### src/rtl/mc_ctrl_pkg.sv
// Shared encodings for the multi-cycle MIPS control unit: states, ALU opcodes,
// datapath select codes and the instruction fields it decodes.
package mc_ctrl_pkg;

    typedef enum logic [2:0] {
        FETCH = 3'd0,
        DCD   = 3'd1,
        EXE   = 3'd2,
        MEM   = 3'd3,
        WB    = 3'd4
    } state_t;

    // ALU operation codes, shared with the datapath ALU
    localparam logic [2:0] ALU_ADD = 3'b000;
    localparam logic [2:0] ALU_SUB = 3'b001;
    localparam logic [2:0] ALU_AND = 3'b010;
    localparam logic [2:0] ALU_OR  = 3'b011;
    localparam logic [2:0] ALU_SRL = 3'b100;
    localparam logic [2:0] ALU_SRA = 3'b101;

    localparam logic [1:0] EXT_ZERO  = 2'b00;
    localparam logic [1:0] EXT_SIGN  = 2'b01;
    localparam logic [1:0] EXT_UPPER = 2'b10;

    localparam logic [1:0] DST_RT = 2'b00;
    localparam logic [1:0] DST_RD = 2'b01;
    localparam logic [1:0] DST_RA = 2'b10;

    localparam logic [1:0] WD_ALU = 2'b00;
    localparam logic [1:0] WD_MEM = 2'b01;
    localparam logic [1:0] WD_PC4 = 2'b10;

    localparam logic [1:0] NPC_PC4 = 2'b00;
    localparam logic [1:0] NPC_BR  = 2'b01;
    localparam logic [1:0] NPC_J26 = 2'b10;
    localparam logic [1:0] NPC_REG = 2'b11;

    localparam logic [5:0] OP_RTYPE = 6'b000000;
    localparam logic [5:0] OP_ORI   = 6'b001101;
    localparam logic [5:0] OP_LUI   = 6'b001111;
    localparam logic [5:0] OP_LW    = 6'b100011;
    localparam logic [5:0] OP_SW    = 6'b101011;
    localparam logic [5:0] OP_BEQ   = 6'b000100;
    localparam logic [5:0] OP_J     = 6'b000010;
    localparam logic [5:0] OP_JAL   = 6'b000011;

    localparam logic [5:0] FN_ADDU = 6'b100001;
    localparam logic [5:0] FN_SUBU = 6'b100011;
    localparam logic [5:0] FN_AND  = 6'b100100;
    localparam logic [5:0] FN_OR   = 6'b100101;
    localparam logic [5:0] FN_SRLV = 6'b000110;
    localparam logic [5:0] FN_SRAV = 6'b000111;
    localparam logic [5:0] FN_JR   = 6'b001000;

    // One-hot instruction class produced by the decoder
    typedef struct packed {
        logic rtype_alu;
        logic jr;
        logic ori;
        logic lui;
        logic lw;
        logic sw;
        logic beq;
        logic j;
        logic jal;
        logic undef;
    } iclass_t;

endpackage

### src/rtl/mc_decode.sv
// Combinational instruction decoder: op/funct to a one-hot class vector plus
// the ALU operation and operand-swap control for that instruction.
module mc_decode
    import mc_ctrl_pkg::*;
(
    input  logic [5:0] op,
    input  logic [5:0] funct,
    output iclass_t    iclass,
    output logic [2:0] aluop,
    output logic       aswap
);

    always_comb begin
        iclass = '0;
        aluop  = ALU_ADD;
        aswap  = 1'b0;
        case (op)
            OP_RTYPE: begin
                case (funct)
                    FN_ADDU: begin iclass.rtype_alu = 1'b1; aluop = ALU_ADD; end
                    FN_SUBU: begin iclass.rtype_alu = 1'b1; aluop = ALU_SUB; end
                    FN_AND:  begin iclass.rtype_alu = 1'b1; aluop = ALU_AND; end
                    FN_OR:   begin iclass.rtype_alu = 1'b1; aluop = ALU_OR;  end
                    // variable shifts shift rt by rs, so the operands swap
                    FN_SRLV: begin iclass.rtype_alu = 1'b1; aluop = ALU_SRL; aswap = 1'b1; end
                    FN_SRAV: begin iclass.rtype_alu = 1'b1; aluop = ALU_SRA; aswap = 1'b1; end
                    FN_JR:   iclass.jr = 1'b1;
                    default: iclass.undef = 1'b1;
                endcase
            end
            OP_ORI:  begin iclass.ori = 1'b1; aluop = ALU_OR;  end
            OP_LUI:  begin iclass.lui = 1'b1; aluop = ALU_OR;  end
            OP_LW:   begin iclass.lw  = 1'b1; aluop = ALU_ADD; end
            OP_SW:   begin iclass.sw  = 1'b1; aluop = ALU_ADD; end
            OP_BEQ:  begin iclass.beq = 1'b1; aluop = ALU_SUB; end
            OP_J:    iclass.j   = 1'b1;
            OP_JAL:  iclass.jal = 1'b1;
            default: iclass.undef = 1'b1;
        endcase
    end

endmodule

### src/rtl/mc_ctrl.sv
// Multi-cycle MIPS control unit: five-state FSM driving datapath enables,
// mux selects and the ALU opcode from the decoded instruction register.
module mc_ctrl
    import mc_ctrl_pkg::*;
(
    input  logic       clk,
    input  logic       reset,
    input  logic [5:0] op,
    input  logic [5:0] funct,
    input  logic       zero,
    output logic [2:0] state,
    output logic       PCWr,
    output logic       IRWr,
    output logic       RegWr,
    output logic       MemWr,
    output logic [2:0] ALUOp,
    output logic       ALUSrc,
    output logic       ASwap,
    output logic [1:0] ExtOp,
    output logic [1:0] RegDst,
    output logic [1:0] MemtoReg,
    output logic [1:0] NPCOp
);

    state_t     cur_state;
    state_t     nxt_state;
    iclass_t    iclass;
    logic [2:0] dec_aluop;
    logic       dec_aswap;

    mc_decode u_decode (
        .op     (op),
        .funct  (funct),
        .iclass (iclass),
        .aluop  (dec_aluop),
        .aswap  (dec_aswap)
    );

    assign state = cur_state;

    always_ff @(posedge clk or posedge reset) begin
        if (reset) cur_state <= FETCH;
        else       cur_state <= nxt_state;
    end

    always_comb begin
        nxt_state = cur_state;
        PCWr      = 1'b0;
        IRWr      = 1'b0;
        RegWr     = 1'b0;
        MemWr     = 1'b0;
        ALUOp     = ALU_ADD;
        ALUSrc    = 1'b0;
        ASwap     = 1'b0;
        ExtOp     = EXT_ZERO;
        RegDst    = DST_RT;
        MemtoReg  = WD_ALU;
        NPCOp     = NPC_PC4;

        // ALU controls stay put from EXE to WB so the result is stable at write-back
        if (cur_state == EXE || cur_state == MEM || cur_state == WB) begin
            ALUOp  = dec_aluop;
            ASwap  = dec_aswap;
            ALUSrc = iclass.ori | iclass.lui | iclass.lw | iclass.sw;
            if (iclass.lw || iclass.sw) ExtOp = EXT_SIGN;
            else if (iclass.lui)        ExtOp = EXT_UPPER;
        end

        case (cur_state)
            FETCH: begin
                IRWr      = 1'b1;
                PCWr      = 1'b1;
                nxt_state = DCD;
            end
            DCD: begin
                nxt_state = FETCH;
                if (iclass.j) begin
                    PCWr  = 1'b1;
                    NPCOp = NPC_J26;
                end else if (iclass.jal) begin
                    PCWr     = 1'b1;
                    NPCOp    = NPC_J26;
                    RegWr    = 1'b1;
                    RegDst   = DST_RA;
                    MemtoReg = WD_PC4;
                end else if (iclass.jr) begin
                    PCWr  = 1'b1;
                    NPCOp = NPC_REG;
                end else if (!iclass.undef) begin
                    nxt_state = EXE;
                end
            end
            EXE: begin
                if (iclass.beq) begin
                    NPCOp     = NPC_BR;
                    PCWr      = zero;
                    nxt_state = FETCH;
                end else if (iclass.lw || iclass.sw) begin
                    nxt_state = MEM;
                end else begin
                    nxt_state = WB;
                end
            end
            MEM: begin
                if (iclass.sw) begin
                    MemWr     = 1'b1;
                    nxt_state = FETCH;
                end else begin
                    nxt_state = WB;
                end
            end
            WB: begin
                RegWr     = 1'b1;
                RegDst    = iclass.rtype_alu ? DST_RD : DST_RT;
                MemtoReg  = iclass.lw ? WD_MEM : WD_ALU;
                nxt_state = FETCH;
            end
            default: nxt_state = FETCH;
        endcase

        // no write may escape while reset is held, even though state reads FETCH
        if (reset) begin
            PCWr  = 1'b0;
            IRWr  = 1'b0;
            RegWr = 1'b0;
            MemWr = 1'b0;
        end
    end

endmodule

### config.mk
export PLATFORM = sky130hd
export DESIGN_NAME = mc_ctrl
export DESIGN_NICKNAME = d
export VERILOG_FILES = /design/src/rtl/mc_ctrl_pkg.sv /design/src/rtl/mc_decode.sv /design/src/rtl/mc_ctrl.sv
export SDC_FILE = /design/constraint.sdc
export NUM_CORES = 1
export LEC_CHECK = 0
export CELL_PAD_IN_SITES_DETAIL_PLACEMENT = 1
export CELL_PAD_IN_SITES_GLOBAL_PLACEMENT = 2
export CORE_MARGIN = 3
export CORE_UTILIZATION = 18
export DETAILED_ROUTE_END_ITERATION = 8
export PLACE_DENSITY_LB_ADDON = 0.3
export SLEW_MARGIN = 20
export SYNTH_ARGS = -nofsm -noshare
export SYNTH_HDL_FRONTEND = slang
export SYNTH_SLANG_ARGS = --single-unit
### constraint.sdc
create_clock -name clk -period 2.73 [get_ports clk]
set_input_delay 0.546 -clock clk [delete_from_list [all_inputs] [get_ports clk]]
set_output_delay 0.546 -clock clk [all_outputs]
set_load 0.02 [all_outputs]
Yosys cells after proc, flatten, opt, wreduce, memory -nomap -nowiden
Cells that the tools add are included.
{"block": "classes", "reduce_logical": 10, "muxes": 56, "n_bitwise": 3, "eq_ne": 18}
{"cell": "$eq A6 B6 Y1 const B", "count": 6}
{"cell": "$mux W1", "count": 30}
{"cell": "$mux W2", "count": 13}
{"cell": "$eq A6 B3 Y1 const B", "count": 3}
{"cell": "$eq A6 B4 Y1 const B", "count": 3}
{"cell": "$pmux W3 S5", "count": 1}
{"cell": "$reduce_or A7 Y1", "count": 2}
{"cell": "$eq A6 B2 Y1 const B", "count": 2}
{"cell": "$mux W3", "count": 4}
{"cell": "$pmux W2 S2", "count": 3}
{"cell": "$pmux W3 S4", "count": 1}
{"cell": "$pmux W3 S3", "count": 1}
{"cell": "$eq A3 B2 Y1 const B", "count": 2}
{"cell": "$logic_not A6 Y1", "count": 1}
{"cell": "$reduce_or A6 Y1", "count": 1}
{"cell": "$pmux W1 S2", "count": 2}
{"cell": "$reduce_or A2 Y1", "count": 2}
{"cell": "$eq A3 B1 Y1 const B", "count": 1}
{"cell": "$eq A3 B3 Y1 const B", "count": 1}
{"cell": "$logic_not A3 Y1", "count": 1}
{"cell": "$logic_or A1 B1 Y1", "count": 3}
{"cell": "$or A1 B1 Y1", "count": 3}
{"cell": "$pmux W1 S3", "count": 1}
{"block": "word_totals", "inputBits": 15, "reg_bits": 3, "wordCells": 88, "out_inout_bits": 20}

Depth between registers and ports, before layout
Gate-level depths: netlist of the first run.
{"block": "logic_depth", "word_depth": 9, "ltp_mapped": 5, "ltp_nobuf": 4}

By module
Synthesis of the first run repeated with hierarchy kept, for this count alone.
{"block": "unflattened", "hier_cells": 95, "hier_area_um2": 698.2}
{"module": "mc_ctrl", "cells_per_inst": 48, "seq_area_each_um2": 75.1, "instances": 1, "area_per_inst_um2": 390.4}
{"module": "mc_decode", "cells_per_inst": 47, "seq_area_each_um2": 0.0, "instances": 1, "area_per_inst_um2": 307.8}

Worst setup path before layout of the first run
OpenSTA, ideal clock, no wires.
{"block": "synth_path", "path_type": "input to output", "startpoint": "input port funct[5]", "endpoint": "output port PCWr", "path_buffers": 1, "path_stages": 4, "arrival_ns": 1.838, "setup_slack_ns": 0.346, "t_required_ns": 2.184, "path_cell_list": "buf_2 or4b_1 o32a_1 o22ai_1"}
{"block": "synth_via", "elab_chain_len": 8}
{"element": "start: declaration", "line_no": "mc_ctrl.sv:9", "text": "input logic [5:0] funct,"}
{"element": "$eq A6 B4 Y1", "line_no": "mc_decode.sv:19", "text": "case (funct)"}
{"element": "$mux W1", "line_no": "mc_decode.sv:19"}
{"element": "$mux W2", "line_no": "mc_decode.sv:17", "text": "case (op)"}
{"element": "$mux W1", "line_no": "mc_ctrl.sv:86", "text": "end else if (iclass.jr) begin"}
{"element": "$mux W1", "line_no": "mc_ctrl.sv:80", "text": "end else if (iclass.jal) begin"}
{"element": "$mux W1", "line_no": "mc_ctrl.sv:77", "text": "if (iclass.j) begin"}
{"element": "$pmux W1 S3", "line_no": "mc_ctrl.sv:69", "text": "case (cur_state)"}
{"element": "$mux W1", "line_no": "mc_ctrl.sv:122", "text": "if (reset) begin"}
{"element": "end: declaration", "line_no": "mc_ctrl.sv:12", "text": "output logic PCWr,"}
No other way between the ends.

Worst setup path after layout of the first run
{"block": "layout_path", "startpoint": "input port funct[4]", "endpoint": "output port ALUOp[2]"}
{"block": "layout_via", "elab_chain_len": 4, "word_cells_on_any_way": 8, "classes_between": "eq/ne (5); mux (3)"}
{"element": "$eq A6 B3 Y1 / $eq A6 B6 Y1 (equally long branches)", "line_no": "mc_decode.sv:19"}
{"element": "$pmux W3 S5 (*)", "line_no": "mc_decode.sv:19"}
{"element": "$pmux W3 S3 (*)", "line_no": "mc_decode.sv:17"}
{"element": "$mux W3 (*)", "line_no": "mc_ctrl.sv:61", "text": "if (cur_state == EXE || cur_state == MEM || cur_state == WB) begin"}
{"element": "end: declaration", "line_no": "mc_ctrl.sv:16", "text": "output logic [2:0] ALUOp,"}
Every way passes the cells marked *; elsewhere a longest branch is shown, timed or not.

==> metrics.md, run 1 <==
| Metric | Value |
|---|---|
| Status | `finished, final reports clean` |
| Vias in the first global route | `847` |
| Initial antenna violation count | `0` |
| Count of flip-flops with a built-in enable after synthesis | `0` |
| Hold path depth | `2` |
| Mux contribution to synthesized area | `0.0389` |
| Synth Area in XOR/XNOR | `0.0341` |
| Cell count of the worst reg-to-reg path | `5` |
| RD Place Congestion | `around 0.75` |
| Largest net degree at the start of global routing | `10` |
| DR pass1 iterations | `3` |
| Leakage | `0.584 nW` |
| Vias per cell | `between 4 and 5` |
| Met2 Wirelength | `roughly 1.2 mm` |
| Clk_skew | `0.00768 ns` |
| Synth Area in Compound Gates | `0.173` |
| Final Hold Viols | `0` |
| Met3 WL | `80 µm` |
| Hold-fix buffers, CTS | `0` |
| CTS buffer count | `3` |
| Synth cell count leaders | `nand2_1 (9), nor2_1 (9)` |
| Top Ports | `35` |
| Final Core Density | `0.427` |
| Yosys Warn Count | `0` |
| Final setup vio count | `0` |
| Setup WS post-layout | `0.0473 ns` |
| Die ar. | `between 3000 and 4000 µm²` |
| Port Buffers | `34` |
| Synthesis-to-finish area growth | `115%` |
| HP Class | `register to register` |
| Residual DRC count | `0` |
| Post-Syn Area | `514 µm²` |
| Synth Flop Type | `dfrtp_1` |
| Max Freq | `0.373 GHz` |
| Max Slew Vio Count | `0` |
| Slew @ Worst Pin | `0.279 ns` |
| Power density over cell area | `346 nW/µm²` |
| CP Data Required Time | `2.18 ns` |
| Share of cells above drive strength 1 | `0.386` |
| Vias post-DR | `766` |
| Async S/R FF share, synth | `1.00` |
| Count of cell types in the netlist | `37` |
| Seq/Total Area, Yosys | `0.146` |
| Largest register FFs | `3` |
| Max IR drop VDD | `between 0.2 and 0.25 mV` |
| Grt ovf | `0` |
| Synth Register Bits | `3` |
| Root Driver | `clkbuf_4` |
| Wl on met1 | `1.13 mm` |
| Core area | `between 2000 and 3000 µm²` |
| CTS tree | `built` |
| Crit-path max FO | `4` |
| GRT Util Overall | `0.155` |
| Final WL | `2.48 mm` |
| Critical path endpoint category | `primary output` |
| Drt first-iter violations | `6` |
| Slew Limit Headroom | `0.814` |
| Final nets | `148` |
| Syn_area_per_cell | `7.04 µm²` |
| First-pass GRT wire length | `4.04 mm` |
| Clock Path Buffers | `2` |
| Fill cells | `321` |
| H-tree Lvls | `1` |
| Initial Util | `0.199` |
| Largest family of logic cells by synthesized area | `simple AND/OR/NAND/NOR gates` |
| CTS Sinks | `3` |
| Crit share post-route | `0.983` |
| Syn Inst Count | `73` |
| Post-synth top area cell | `dfrtp_1` |
| Area fraction of the dominant cell type after synthesis | `0.146` |
| Area contributors post-synth | `dfrtp_1 (15%), nand2_1 (6.6%), nor2_1 (6.6%), nor3b_2 (4.9%), mux2i_1 (3.9%)` |
| Mapped Nets | `88` |
| Place WS | `-0.636 ns` |
| Die Y | `59.5 µm` |
| Max-cap viol count | `0` |
| Routed len/inst | `15.3 µm` |
| Setup TNS | `0 ns` |
| Clk pin slew, worst setup/hold paths | `approximately 0.040 ns` |
| Critical path type | `input port to primary output` |
| ANT cells | `0` |
| Die width | `between 50 and 60 µm` |
| Startpoint type of the worst setup path | `input port` |
| FP Rows | `18` |
| Top sig layer | `met4` |
| Arrival time worst endpoint | `2.14 ns` |
| Clk_lat worst skew | `between 0.2 and 0.25 ns` |
| Fin crit period | `2.68 ns` |
| Detailed-placement wirelength estimate | `between 2 and 2.5 mm` |
| Adder-cell share of the synthesized area | `0` |
| Antenna-violating nets left | `0` |
| Synth Area in Simple Gates | `0.555` |
stage by stage:
step	cell area [µm²]	hold slack (ns)	std cells	total power, W
detailed placement	1030	0.635	155	0.000297
global placement	1030	0.615	155	0.000287
finish	1100	0.659	162	0.000383
global route	1100	0.700	162	0.000418
floorplan	514	0.316	73	0.000160
CTS	1050	0.662	160	0.000383
power breakdown:
group	switching [W]	total, W	leakage [nW]	internal (W)
clock	0.0000254	0.0000803	0.0150	0.0000549
combinational	0.000123	0.000243	0.530	0.000120
sequential	0.00000586	0.0000599	0.0395	0.0000541
total	0.000154	0.000383	0.584	0.000229
layer usage:
metal,vias to the layer above,GRT usage
li1,386,-
met1,354,0.198
met4,0,0.0939
met3,6,0.0240
met5,-,0
met2,20,0.242
path summary, 6_finish.rpt:
path	slack [ns]	to	startpoint
max	0.05	ALUOp[2]	funct[4]
min	0.66	state[0]	state[1]
max in group asynchronous	1.89	state[2]	reset
min in group asynchronous	0.74	state[1]	reset
max reg2reg	1.49	state[1]	state[1]
min reg2reg	0.66	state[0]	state[1]
final cells by class:
| cell class | count | area, µm² | share of cell area |
|---|---|---|---|
| clock buffer | 4 | 26.3 | 0.0238 |
| inverter | 3 | 11.3 | 0.0102 |
| multi-input combinational | 64 | 453 | 0.410 |
| sequential | 3 | 75.1 | 0.0680 |
| tap | 30 | 37.5 | 0.0340 |
| timing repair buffer | 58 | 502 | 0.454 |
timing repair:
| action | in CTS | in global routing |
|---|---|---|
| buffers inserted | 1 | 2 |
| pin swaps | 4 | 8 |
| endpoints found under the setup margin | 16 | 13 |
| resized for setup | 59 | 13 |
worst max-delay path: stages:
cell           delay, ns
dlygate4sd2_1       0.23
or4_4               0.55
nor3_4              0.30
nand3b_4            0.13
nor3b_2             0.21
buf_4               0.17
cells in the final DEF, fill, tap and decap left out, types with 2 or more instances in the layout:
| cell | Yosys | final |
|---|---|---|
| nor3b_2 | 2 | 2 |
| clkdlybuf4s50_1 | 0 | 9 |
| a31oi_1 | 2 | 2 |
| clkbuf_4 | 0 | 3 |
| nor2_1 | 9 | 9 |
| o21ai_1 | 2 | 2 |
| nor3_1 | 3 | 3 |
| buf_2 | 1 | 5 |
| buf_4 | 1 | 27 |
| inv_1 | 3 | 3 |
| clkdlybuf4s15_2 | 0 | 2 |
| mux2i_1 | 2 | 2 |
| o21ai_0 | 2 | 2 |
| nand2b_1 | 2 | 2 |
| or3_4 | 0 | 2 |
| nor4_1 | 3 | 2 |
| nand2_1 | 9 | 9 |
| dlygate4sd2_1 | 0 | 6 |
| nand3_1 | 2 | 2 |
| dfrtp_1 | 3 | 3 |
| xnor2_1 | 2 | 2 |
| dlymetal6s2s_1 | 0 | 7 |
cell families after synthesis:
logic type / Yosys count
buffers and inverters: 6
xor gates and xnor gates: 2
and+or+nand+nor: 46
AOI/OAI and AO/OA: 14
DFF: 3
muxes: 2
Power figures use the tool's default switching activity.
==> run 2, diff against run 1 <==
--- a/config.mk
+++ b/config.mk
@@ -10,6 +10,7 @@
 export CORE_MARGIN = 3
 export CORE_UTILIZATION = 18
 export DETAILED_ROUTE_END_ITERATION = 8
+export HOLD_SLACK_MARGIN = 0.02
 export PLACE_DENSITY_LB_ADDON = 0.3
 export SLEW_MARGIN = 20
 export SYNTH_ARGS = -nofsm -noshare
==> results of run 2 <==
The final DEF is identical to that of run 1; final timing and power are the same.
